File: config.mk
export PLATFORM = sky130hd
export DESIGN_NAME = sdram_port_arb_flat
export DESIGN_NICKNAME = d
export VERILOG_FILES = /design/src/rtl/sdram_port_arb_if.sv /design/src/rtl/sdram_port_arb.sv /design/src/flat_wrapper.sv
export SDC_FILE = /design/constraint.sdc
export NUM_CORES = 1
export LEC_CHECK = 0
export ABC_AREA = 1
export ABC_CLOCK_PERIOD_IN_PS = 6000
export CORE_AREA = 2 2 109 111
export DETAILED_ROUTE_END_ITERATION = 16
export DIE_AREA = 0 0 111 113
export GPL_TIMING_DRIVEN = 0
export HOLD_SLACK_MARGIN = 0.12
export PLACE_DENSITY = 0.7
export SYNTH_ARGS = -nofsm -noshare
export SYNTH_HDL_FRONTEND = slang
export SYNTH_SLANG_ARGS = --single-unit
File: constraint.sdc
create_clock -name clk -period 6 [get_ports clk]
set_clock_uncertainty 0.2 [all_clocks]
set_input_delay 1.2 -clock clk [delete_from_list [all_inputs] [get_ports clk]]
set_output_delay 1.2 -clock clk [all_outputs]
set_load 0.05 [all_outputs]
File: src/rtl/sdram_port_arb_if.sv
// Requester/controller bus bundle for the sdram port arbiter.
// slave = arbiter view, master = requesters plus controller.
interface sdram_port_arb_if #(
    parameter int NREQ       = 2,
    parameter int ADDR_WIDTH = 32,
    parameter int DATA_WIDTH = 32
);
    logic [NREQ-1:0]                     req_valid;
    logic [NREQ-1:0]                     req_ready;
    logic [NREQ-1:0]                     req_we;
    logic [NREQ-1:0][ADDR_WIDTH-1:0]     req_addr;
    logic [NREQ-1:0][DATA_WIDTH-1:0]     req_wdata;
    logic [NREQ-1:0][DATA_WIDTH/8-1:0]   req_wstrb;
    logic [NREQ-1:0]                     rsp_valid;
    logic [DATA_WIDTH-1:0]               rsp_rdata;
    logic                                m_valid;
    logic                                m_ready;
    logic                                m_we;
    logic [ADDR_WIDTH-1:0]               m_addr;
    logic [DATA_WIDTH-1:0]               m_wdata;
    logic [DATA_WIDTH/8-1:0]             m_wstrb;
    logic                                m_rvalid;
    logic [DATA_WIDTH-1:0]               m_rdata;

    modport slave (
        input  req_valid, req_we, req_addr, req_wdata, req_wstrb,
        input  m_ready, m_rvalid, m_rdata,
        output req_ready, rsp_valid, rsp_rdata,
        output m_valid, m_we, m_addr, m_wdata, m_wstrb
    );

    modport master (
        output req_valid, req_we, req_addr, req_wdata, req_wstrb,
        output m_ready, m_rvalid, m_rdata,
        input  req_ready, rsp_valid, rsp_rdata,
        input  m_valid, m_we, m_addr, m_wdata, m_wstrb
    );
endinterface

File: src/rtl/sdram_port_arb.sv
// Round-robin arbiter sharing one sdram_core command port.
// Read tags are queued in order to route returning data.
module sdram_port_arb #(
    parameter int NREQ       = 2,
    parameter int ADDR_WIDTH = 32,
    parameter int DATA_WIDTH = 32,
    parameter int MAX_OUT    = 4
) (
    input  logic              clk,
    input  logic              rstn,
    sdram_port_arb_if.slave   bus,
    output logic              busy,
    output logic              err
);
    localparam int GW = $clog2(NREQ);
    localparam int PW = $clog2(MAX_OUT);
    localparam int CW = PW + 1;

    typedef enum logic {IDLE, GRANT} state_t;

    state_t                state_q, state_d;
    logic [GW-1:0]         g_q, g_d;
    logic [GW-1:0]         rr_q, rr_d;
    logic [GW-1:0]         fifo_q [MAX_OUT];
    logic [GW-1:0]         fifo_d [MAX_OUT];
    logic [PW-1:0]         wr_q, wr_d;
    logic [PW-1:0]         rd_q, rd_d;
    logic [CW-1:0]         cnt_q, cnt_d;
    logic [NREQ-1:0]       rsp_valid_q, rsp_valid_d;
    logic [DATA_WIDTH-1:0] rsp_rdata_q, rsp_rdata_d;
    logic                  err_q, err_d;

    logic [GW-1:0]         sel;
    logic                  found;
    int                    j;
    logic                  m_valid;
    logic                  accept;
    logic                  push;
    logic                  pop;
    logic                  empty;
    logic                  full;
    logic [GW-1:0]         head;

    assign empty = (cnt_q == '0);
    assign full  = (cnt_q == CW'(MAX_OUT));
    assign head  = fifo_q[rd_q];

    // Pick the first requesting index at or after the round-robin pointer.
    always_comb begin
        sel   = rr_q;
        found = 1'b0;
        j     = 0;
        for (int i = 0; i < NREQ; i++) begin
            j = int'(rr_q) + i;
            if (j >= NREQ) j = j - NREQ;
            if (!found && bus.req_valid[j]) begin
                found = 1'b1;
                sel   = GW'(j);
            end
        end
    end

    // Grant FSM: latch a winner, then hold it until the controller accepts.
    always_comb begin
        state_d = state_q;
        g_d     = g_q;
        rr_d    = rr_q;
        m_valid = 1'b0;
        accept  = 1'b0;
        unique case (state_q)
            IDLE: begin
                if (|bus.req_valid) begin
                    g_d     = sel;
                    state_d = GRANT;
                end
            end
            GRANT: begin
                m_valid = bus.req_valid[g_q]
                        & (bus.req_we[g_q] | !full);
                accept  = m_valid & bus.m_ready;
                if (accept) begin
                    state_d = IDLE;
                    if (int'(g_q) == NREQ - 1) rr_d = '0;
                    else                       rr_d = g_q + GW'(1);
                end
            end
            default: state_d = IDLE;
        endcase
    end

    // Tag FIFO update and registered read-data routing.
    always_comb begin
        push        = accept & ~bus.req_we[g_q];
        pop         = bus.m_rvalid & ~empty;
        fifo_d      = fifo_q;
        if (push) fifo_d[wr_q] = g_q;
        wr_d        = wr_q + PW'(push);
        rd_d        = rd_q + PW'(pop);
        cnt_d       = cnt_q + CW'(push) - CW'(pop);
        rsp_valid_d = pop ? (NREQ'(1) << head) : '0;
        rsp_rdata_d = pop ? bus.m_rdata : rsp_rdata_q;
        err_d       = err_q | (bus.m_rvalid & empty);
    end

    // State, pointer, FIFO and response registers.
    always_ff @(posedge clk) begin
        if (!rstn) begin
            state_q     <= IDLE;
            g_q         <= '0;
            rr_q        <= '0;
            fifo_q      <= '{default: '0};
            wr_q        <= '0;
            rd_q        <= '0;
            cnt_q       <= '0;
            rsp_valid_q <= '0;
            rsp_rdata_q <= '0;
            err_q       <= 1'b0;
        end else begin
            state_q     <= state_d;
            g_q         <= g_d;
            rr_q        <= rr_d;
            fifo_q      <= fifo_d;
            wr_q        <= wr_d;
            rd_q        <= rd_d;
            cnt_q       <= cnt_d;
            rsp_valid_q <= rsp_valid_d;
            rsp_rdata_q <= rsp_rdata_d;
            err_q       <= err_d;
        end
    end

    assign bus.m_valid   = m_valid;
    assign bus.m_we      = bus.req_we[g_q];
    assign bus.m_addr    = bus.req_addr[g_q];
    assign bus.m_wdata   = bus.req_wdata[g_q];
    assign bus.m_wstrb   = bus.req_wstrb[g_q];
    assign bus.req_ready = accept ? (NREQ'(1) << g_q) : '0;
    assign bus.rsp_valid = rsp_valid_q;
    assign bus.rsp_rdata = rsp_rdata_q;
    assign busy          = (state_q == GRANT) | ~empty;
    assign err           = err_q;
endmodule

File: src/flat_wrapper.sv
// flat-port wrapper written by rule: the top's interface ports become plain ports
module sdram_port_arb_flat 
#(
    parameter int NREQ       = 2,
    parameter int ADDR_WIDTH = 32,
    parameter int DATA_WIDTH = 32,
    parameter int MAX_OUT    = 4
)
  (clk, rstn, busy, err, bus_req_valid, bus_req_we, bus_req_addr, bus_req_wdata, bus_req_wstrb, bus_m_ready, bus_m_rvalid, bus_m_rdata, bus_req_ready, bus_rsp_valid, bus_rsp_rdata, bus_m_valid, bus_m_we, bus_m_addr, bus_m_wdata, bus_m_wstrb);
  sdram_port_arb_if #(.NREQ(NREQ), .ADDR_WIDTH(ADDR_WIDTH), .DATA_WIDTH(DATA_WIDTH)) bus_i ();
  input  logic clk;
  input  logic rstn;
  output logic busy;
  output logic err;
  input wire logic [$bits(bus_i.req_valid)-1:0] bus_req_valid;
  input wire logic [$bits(bus_i.req_we)-1:0] bus_req_we;
  input wire logic [$bits(bus_i.req_addr)-1:0] bus_req_addr;
  input wire logic [$bits(bus_i.req_wdata)-1:0] bus_req_wdata;
  input wire logic [$bits(bus_i.req_wstrb)-1:0] bus_req_wstrb;
  input wire logic [$bits(bus_i.m_ready)-1:0] bus_m_ready;
  input wire logic [$bits(bus_i.m_rvalid)-1:0] bus_m_rvalid;
  input wire logic [$bits(bus_i.m_rdata)-1:0] bus_m_rdata;
  output wire logic [$bits(bus_i.req_ready)-1:0] bus_req_ready;
  output wire logic [$bits(bus_i.rsp_valid)-1:0] bus_rsp_valid;
  output wire logic [$bits(bus_i.rsp_rdata)-1:0] bus_rsp_rdata;
  output wire logic [$bits(bus_i.m_valid)-1:0] bus_m_valid;
  output wire logic [$bits(bus_i.m_we)-1:0] bus_m_we;
  output wire logic [$bits(bus_i.m_addr)-1:0] bus_m_addr;
  output wire logic [$bits(bus_i.m_wdata)-1:0] bus_m_wdata;
  output wire logic [$bits(bus_i.m_wstrb)-1:0] bus_m_wstrb;
  assign bus_i.req_valid = bus_req_valid;
  assign bus_i.req_we = bus_req_we;
  assign bus_i.req_addr = bus_req_addr;
  assign bus_i.req_wdata = bus_req_wdata;
  assign bus_i.req_wstrb = bus_req_wstrb;
  assign bus_i.m_ready = bus_m_ready;
  assign bus_i.m_rvalid = bus_m_rvalid;
  assign bus_i.m_rdata = bus_m_rdata;
  assign bus_req_ready = bus_i.req_ready;
  assign bus_rsp_valid = bus_i.rsp_valid;
  assign bus_rsp_rdata = bus_i.rsp_rdata;
  assign bus_m_valid = bus_i.m_valid;
  assign bus_m_we = bus_i.m_we;
  assign bus_m_addr = bus_i.m_addr;
  assign bus_m_wdata = bus_i.m_wdata;
  assign bus_m_wstrb = bus_i.m_wstrb;
  sdram_port_arb #(.NREQ(NREQ), .ADDR_WIDTH(ADDR_WIDTH), .DATA_WIDTH(DATA_WIDTH), .MAX_OUT(MAX_OUT)) u_core (.clk(clk), .rstn(rstn), .bus(bus_i), .busy(busy), .err(err));
endmodule
==> results of run 1 <==
## stage by stage
stage          cells  hold slack [ns]  setup WS (ns)
6_report         910            0.258           1.51
5_1_grt          910            0.285           1.36
4_1_cts          910            0.259           1.49
3_5_place_dp     902            0.249           1.49
3_3_place_gp     902            0.241           1.50
2_1_floorplan    477            0.243           1.95
## logic make-up (layout without fill, tap and decap cells)
logic type	count (synthesis)	after routing
buffers and inverters	48	338
xor gates and xnor gates	3	3
DFF	49	49
adders and majority gates	5	5
AOI/OAI and AO/OA	42	42
and+or+nand+nor	330	330
## registers in the layout (all words and copies together), names as in the netlist
name,count
u_core.bus.rsp_valid,2
u_core.rr_q,1
u_core.state_q,1
u_core.g_q,1
u_core.wr_q,2
u_core.fifo_q,4
u_core.bus.rsp_rdata,32
u_core.cnt_q,3
u_core.rd_q,2
u_core.err,1
## tightest hold or removal path, delay by kind of cell, from the launching register on
kind,cells,cell delay [ns]
buffers and inverters,1,0.05
DFF,1,0.31
AOI/OAI and AO/OA,1,0.05
## layout make-up
| type | instances | area (um^2) | share of cell area |
|---|---|---|---|
| well taps | 143 | 179 | 0.0302 |
| clock buffers | 7 | 133 | 0.0224 |
| flip-flops and latches | 49 | 981 | 0.165 |
| clock inverters | 1 | 7.51 | 0.00127 |
| multi-input cells | 380 | 1610 | 0.271 |
| plain buffers | 27 | 123 | 0.0207 |
| repair buffers | 282 | 2820 | 0.476 |
| inverters | 21 | 78.8 | 0.0133 |
## cell usage after synthesis, drive strengths merged
cell    number  area, um^2
nand2      238         903
nor2        84         328
dfxtp       49         981
o21ai       35         179
inv         21        78.8
buf         14        72.6
clkbuf      13        50.0
a21oi        5        28.8
ha           4        50.1
nand3        4        20.0
xnor2        3        26.3
nand4        2        27.5
and3         1        6.26
fa           1        20.0
nor3         1        5.00
o211ai       1        7.51
o21a         1        7.51
## power by group through the flow
stage / sequential (mW) / combinational [mW] / clock [mW]
2_1_floorplan: 0.758 / 0.470 / 0
3_3_place_gp: 0.480 / 1.17 / 0
3_5_place_dp: 0.487 / 1.19 / 0
4_1_cts: 0.480 / 1.20 / 0.280
5_1_grt: 0.489 / 1.27 / 0.293
6_report: 0.479 / 1.18 / 0.272
## how the worst max path moves through the flow
stage | depth (start not counted) | slack, ns | to | startpoint
final | 7 | 1.51 | bus_req_ready[1] | bus_req_valid[1]
after global routing | 7 | 1.36 | bus_req_ready[1] | bus_req_valid[1]
after CTS | 7 | 1.49 | bus_req_ready[1] | bus_req_valid[1]
after detailed placement | 7 | 1.49 | bus_req_ready[1] | bus_req_valid[1]
after global placement | 7 | 1.50 | bus_req_ready[1] | bus_req_valid[1]
after floorplan | 5 | 1.95 | bus_req_ready[0] | bus_req_we[0]
## per-layer routing
layer | track usage | wire [um] | vias to the layer above
li1 | - | - | 2022
met1 | 0.202 | 4770 | 1716
met3 | 0.0530 | 983 | 8
met2 | 0.358 | 6360 | 155
met4 | 0.0300 | 82 | 0
met5 | 0 | 0 | -
==> summary.md, run 1 <==
| Metric | Value |
|---|---|
| Placed wire-length estimate | 10400 um |
| Slew Limit Fails | 0 |
| Worst-path maximum fanout | 4 |
| Per-cell routed wire length | 13.4 um |
| Clk_lat worst skew | 0.28 ns |
| Worst Hold Path EP | u_core.err$_SDFF_PN0_ |
| Worst EP required | between 4 and 5 ns |
| Worst-Margin Slew | 0.560 ns |
| # DRC | 0 |
| Power per cell area | about 330 nW/um^2 |
| Endpoints failing setup | 0 |
| Maximum clock frequency | approximately 220 MHz |
| DRT Pass-1 Iters | 4 |
| Post-route setup TNS | 0 ns |
| Rel. slew slack | 0.625 |
| Clk pin slew, worst setup/hold paths | 0.06 ns |
| #FFs+latches synth | between 40 and 50 |
| Final WL | 12200 um |
| Sequential fraction of the synthesis area | 0.351 |
| CP max-delay cell | clkdlybuf4s50_1 |
| Fill cells | 1132 |
| Die area | approximately 13000 um^2 |
| Core area | ~11000 um^2 |
| Maximum VDD drop | 294 uV |
| Critical R2R Capture | u_core.cnt_q[2]$_SDFF_PN0_ |
| Largest family of logic cells by synthesized area | simple AND/OR/NAND/NOR gates |
| Clock Power Share | 0.141 |
| WP buf/inv | 2 |
| Startpoint Class | input port |
| Worst setup EP type | output port |
| Ports | 284 |
| Pin count of the biggest net entering global routing | 15 |
| Initial DRC Count | approximately 150 |
| FF-to-FF path depth | 13 |
| Mux contribution to synthesized area | 0 |
| Fin. Hold Viols | 0 |
| Syn Nets | 658 |
| Most frequent cell on the critical path | nand2_2 |
| Seq pwr share | 0.247 |
| Critical path arrival | approximately 3.1 ns |
| Setup Fix Bufs, Post-CTS | 0 |
| R2R setup slack | 3.35 ns |
| GPL Wtd Cong | around 0.87 |
| Layout area overhead | 113% |
| Hold path start | u_core.err$_SDFF_PN0_ |
| GRT Total Usage | 0.184 |
| Vias post-DR | 3901 |
| Share of layout cells above drive strength 1 | 0.0443 |
| Crit path kind | in2out |
| Port bufs | 282 |
| DR vias/cell | 4.29 |
| RSZ-0062 raised after global routing | no |
| CTS root buf | clkbuf_16 |
| Synth cell types | 26 |
| Min-delay worst type | reg2reg |
| Total CTS buffers | 5 |
| Post-route ant nets | 0 |
| Most common cell after layout, fill and taps aside | clkdlybuf4s50_1 |
| Syn. warnings | 0 |
| Die H | approximately 110 um |
| Synth Area in Adders | 0.0251 |
| Mapped Cells | 477 |
| Psw | 924 uW |
| FF-to-FF Start | u_core.cnt_q[1]$_SDFF_PN0_ |
| Util after Layout | 0.526 |
| Die W | 111 um |
| PostCTS Resize Cnt | 0 |
| Initial Util | 0.248 |
| Status | complete, no violations |
| MaxCap Viol Count | 0 |
| Mapped Avg Cell Area | 5.85 um^2 |
| Hold-fix buffers at CTS | 0 |
| Clock Sinks | 49 |
| Finished Cell Area | 5930 um^2 |
| Rows | 39 |
| Nets | 947 |
| TritonCTS clock tree | yes |
| Total power | around 1.9 mW |
| Area share of and/or/nand/nor cells after synthesis | 0.462 |
| Area of placed instances | 5790 um^2 |
| Critical path's largest stage delay | 0.83 ns |
| Synth Area in Compound Gates | 0.0798 |
| Final period util | 0.749 |
| Antenna violations before repair | 0 |
| First-pass GRT wire length | 19000 um |
| Max clock buf depth | 2 |
| Vias in the first global route | between 3000 and 4000 |
| Cell Area, Synth | 2790 um^2 |
| Grt ovf | 0 |
| Most frequent cells in the layout | 282 x clkdlybuf4s50_1, 234 x nand2_1, 79 x nor2_1, 49 x dfxtp_1, 33 x o21ai_0 |
| Number of H-tree levels | 2 |
| Int Pwr | 1.01 mW |
| Ant. Diodes | 0 |
| Logic pwr share | 0.612 |
| Worst hold path depth | 2 |
| Sw frac | 0.478 |
| Crit path cell chain | clkdlybuf4s50_1 -> nand2_2 -> nand2_2 -> o21a_1 -> nand2_2 -> nor2_1 -> clkdlybuf4s50_1 |
| Minimum clock period | 4.49 ns |
| CP top delay family | buffers and inverters |
| Leak | 2.63 nW |
| Post-synthesis xor/xnor area fraction | 0.00941 |
Power figures use the tool's default switching activity.
==> run 2, diff against run 1 <==
--- a/config.mk
+++ b/config.mk
@@ -6,7 +6,7 @@
 export NUM_CORES = 1
 export LEC_CHECK = 0
 export ABC_AREA = 1
-export ABC_CLOCK_PERIOD_IN_PS = 6000
+export ABC_CLOCK_PERIOD_IN_PS = 4700
 export CORE_AREA = 2 2 109 111
 export DETAILED_ROUTE_END_ITERATION = 16
 export DIE_AREA = 0 0 111 113
==> constraint.sdc (replaced) <==
create_clock -name clk -period 4.7 [get_ports clk]
set_clock_uncertainty 0.2 [all_clocks]
set_input_delay 0.94 -clock clk [delete_from_list [all_inputs] [get_ports clk]]
set_output_delay 0.94 -clock clk [all_outputs]
set_load 0.05 [all_outputs]
==> results of run 2 <==
Same layout as run 1 (identical final DEF). Status: complete, no violations.
Among the figures that moved: setup slack after placement 1.49 ns -> 0.713 ns; setup slack after layout 1.51 ns -> 0.728 ns; register-to-register setup slack 3.35 ns -> 2.05 ns; total power 1.94 mW -> 2.47 mW; worst IR drop on VDD 294 uV -> 375 uV
==> run 3, diff against run 2 <==
--- a/config.mk
+++ b/config.mk
@@ -6,7 +6,7 @@
 export NUM_CORES = 1
 export LEC_CHECK = 0
 export ABC_AREA = 1
-export ABC_CLOCK_PERIOD_IN_PS = 4700
+export ABC_CLOCK_PERIOD_IN_PS = 4150
 export CORE_AREA = 2 2 109 111
 export DETAILED_ROUTE_END_ITERATION = 16
 export DIE_AREA = 0 0 111 113
==> constraint.sdc (replaced) <==
create_clock -name clk -period 4.15 [get_ports clk]
set_clock_uncertainty 0.2 [all_clocks]
set_input_delay 0.83 -clock clk [delete_from_list [all_inputs] [get_ports clk]]
set_output_delay 0.83 -clock clk [all_outputs]
set_load 0.05 [all_outputs]
==> results of run 3 <==
Same layout as run 1 (identical final DEF). Status: complete, no violations.
Among the figures that moved: setup slack after placement 1.49 ns -> 0.383 ns; setup slack after layout 1.51 ns -> 0.398 ns; register-to-register setup slack 3.35 ns -> 1.50 ns; total power 1.94 mW -> 2.80 mW; worst IR drop on VDD 294 uV -> 425 uV
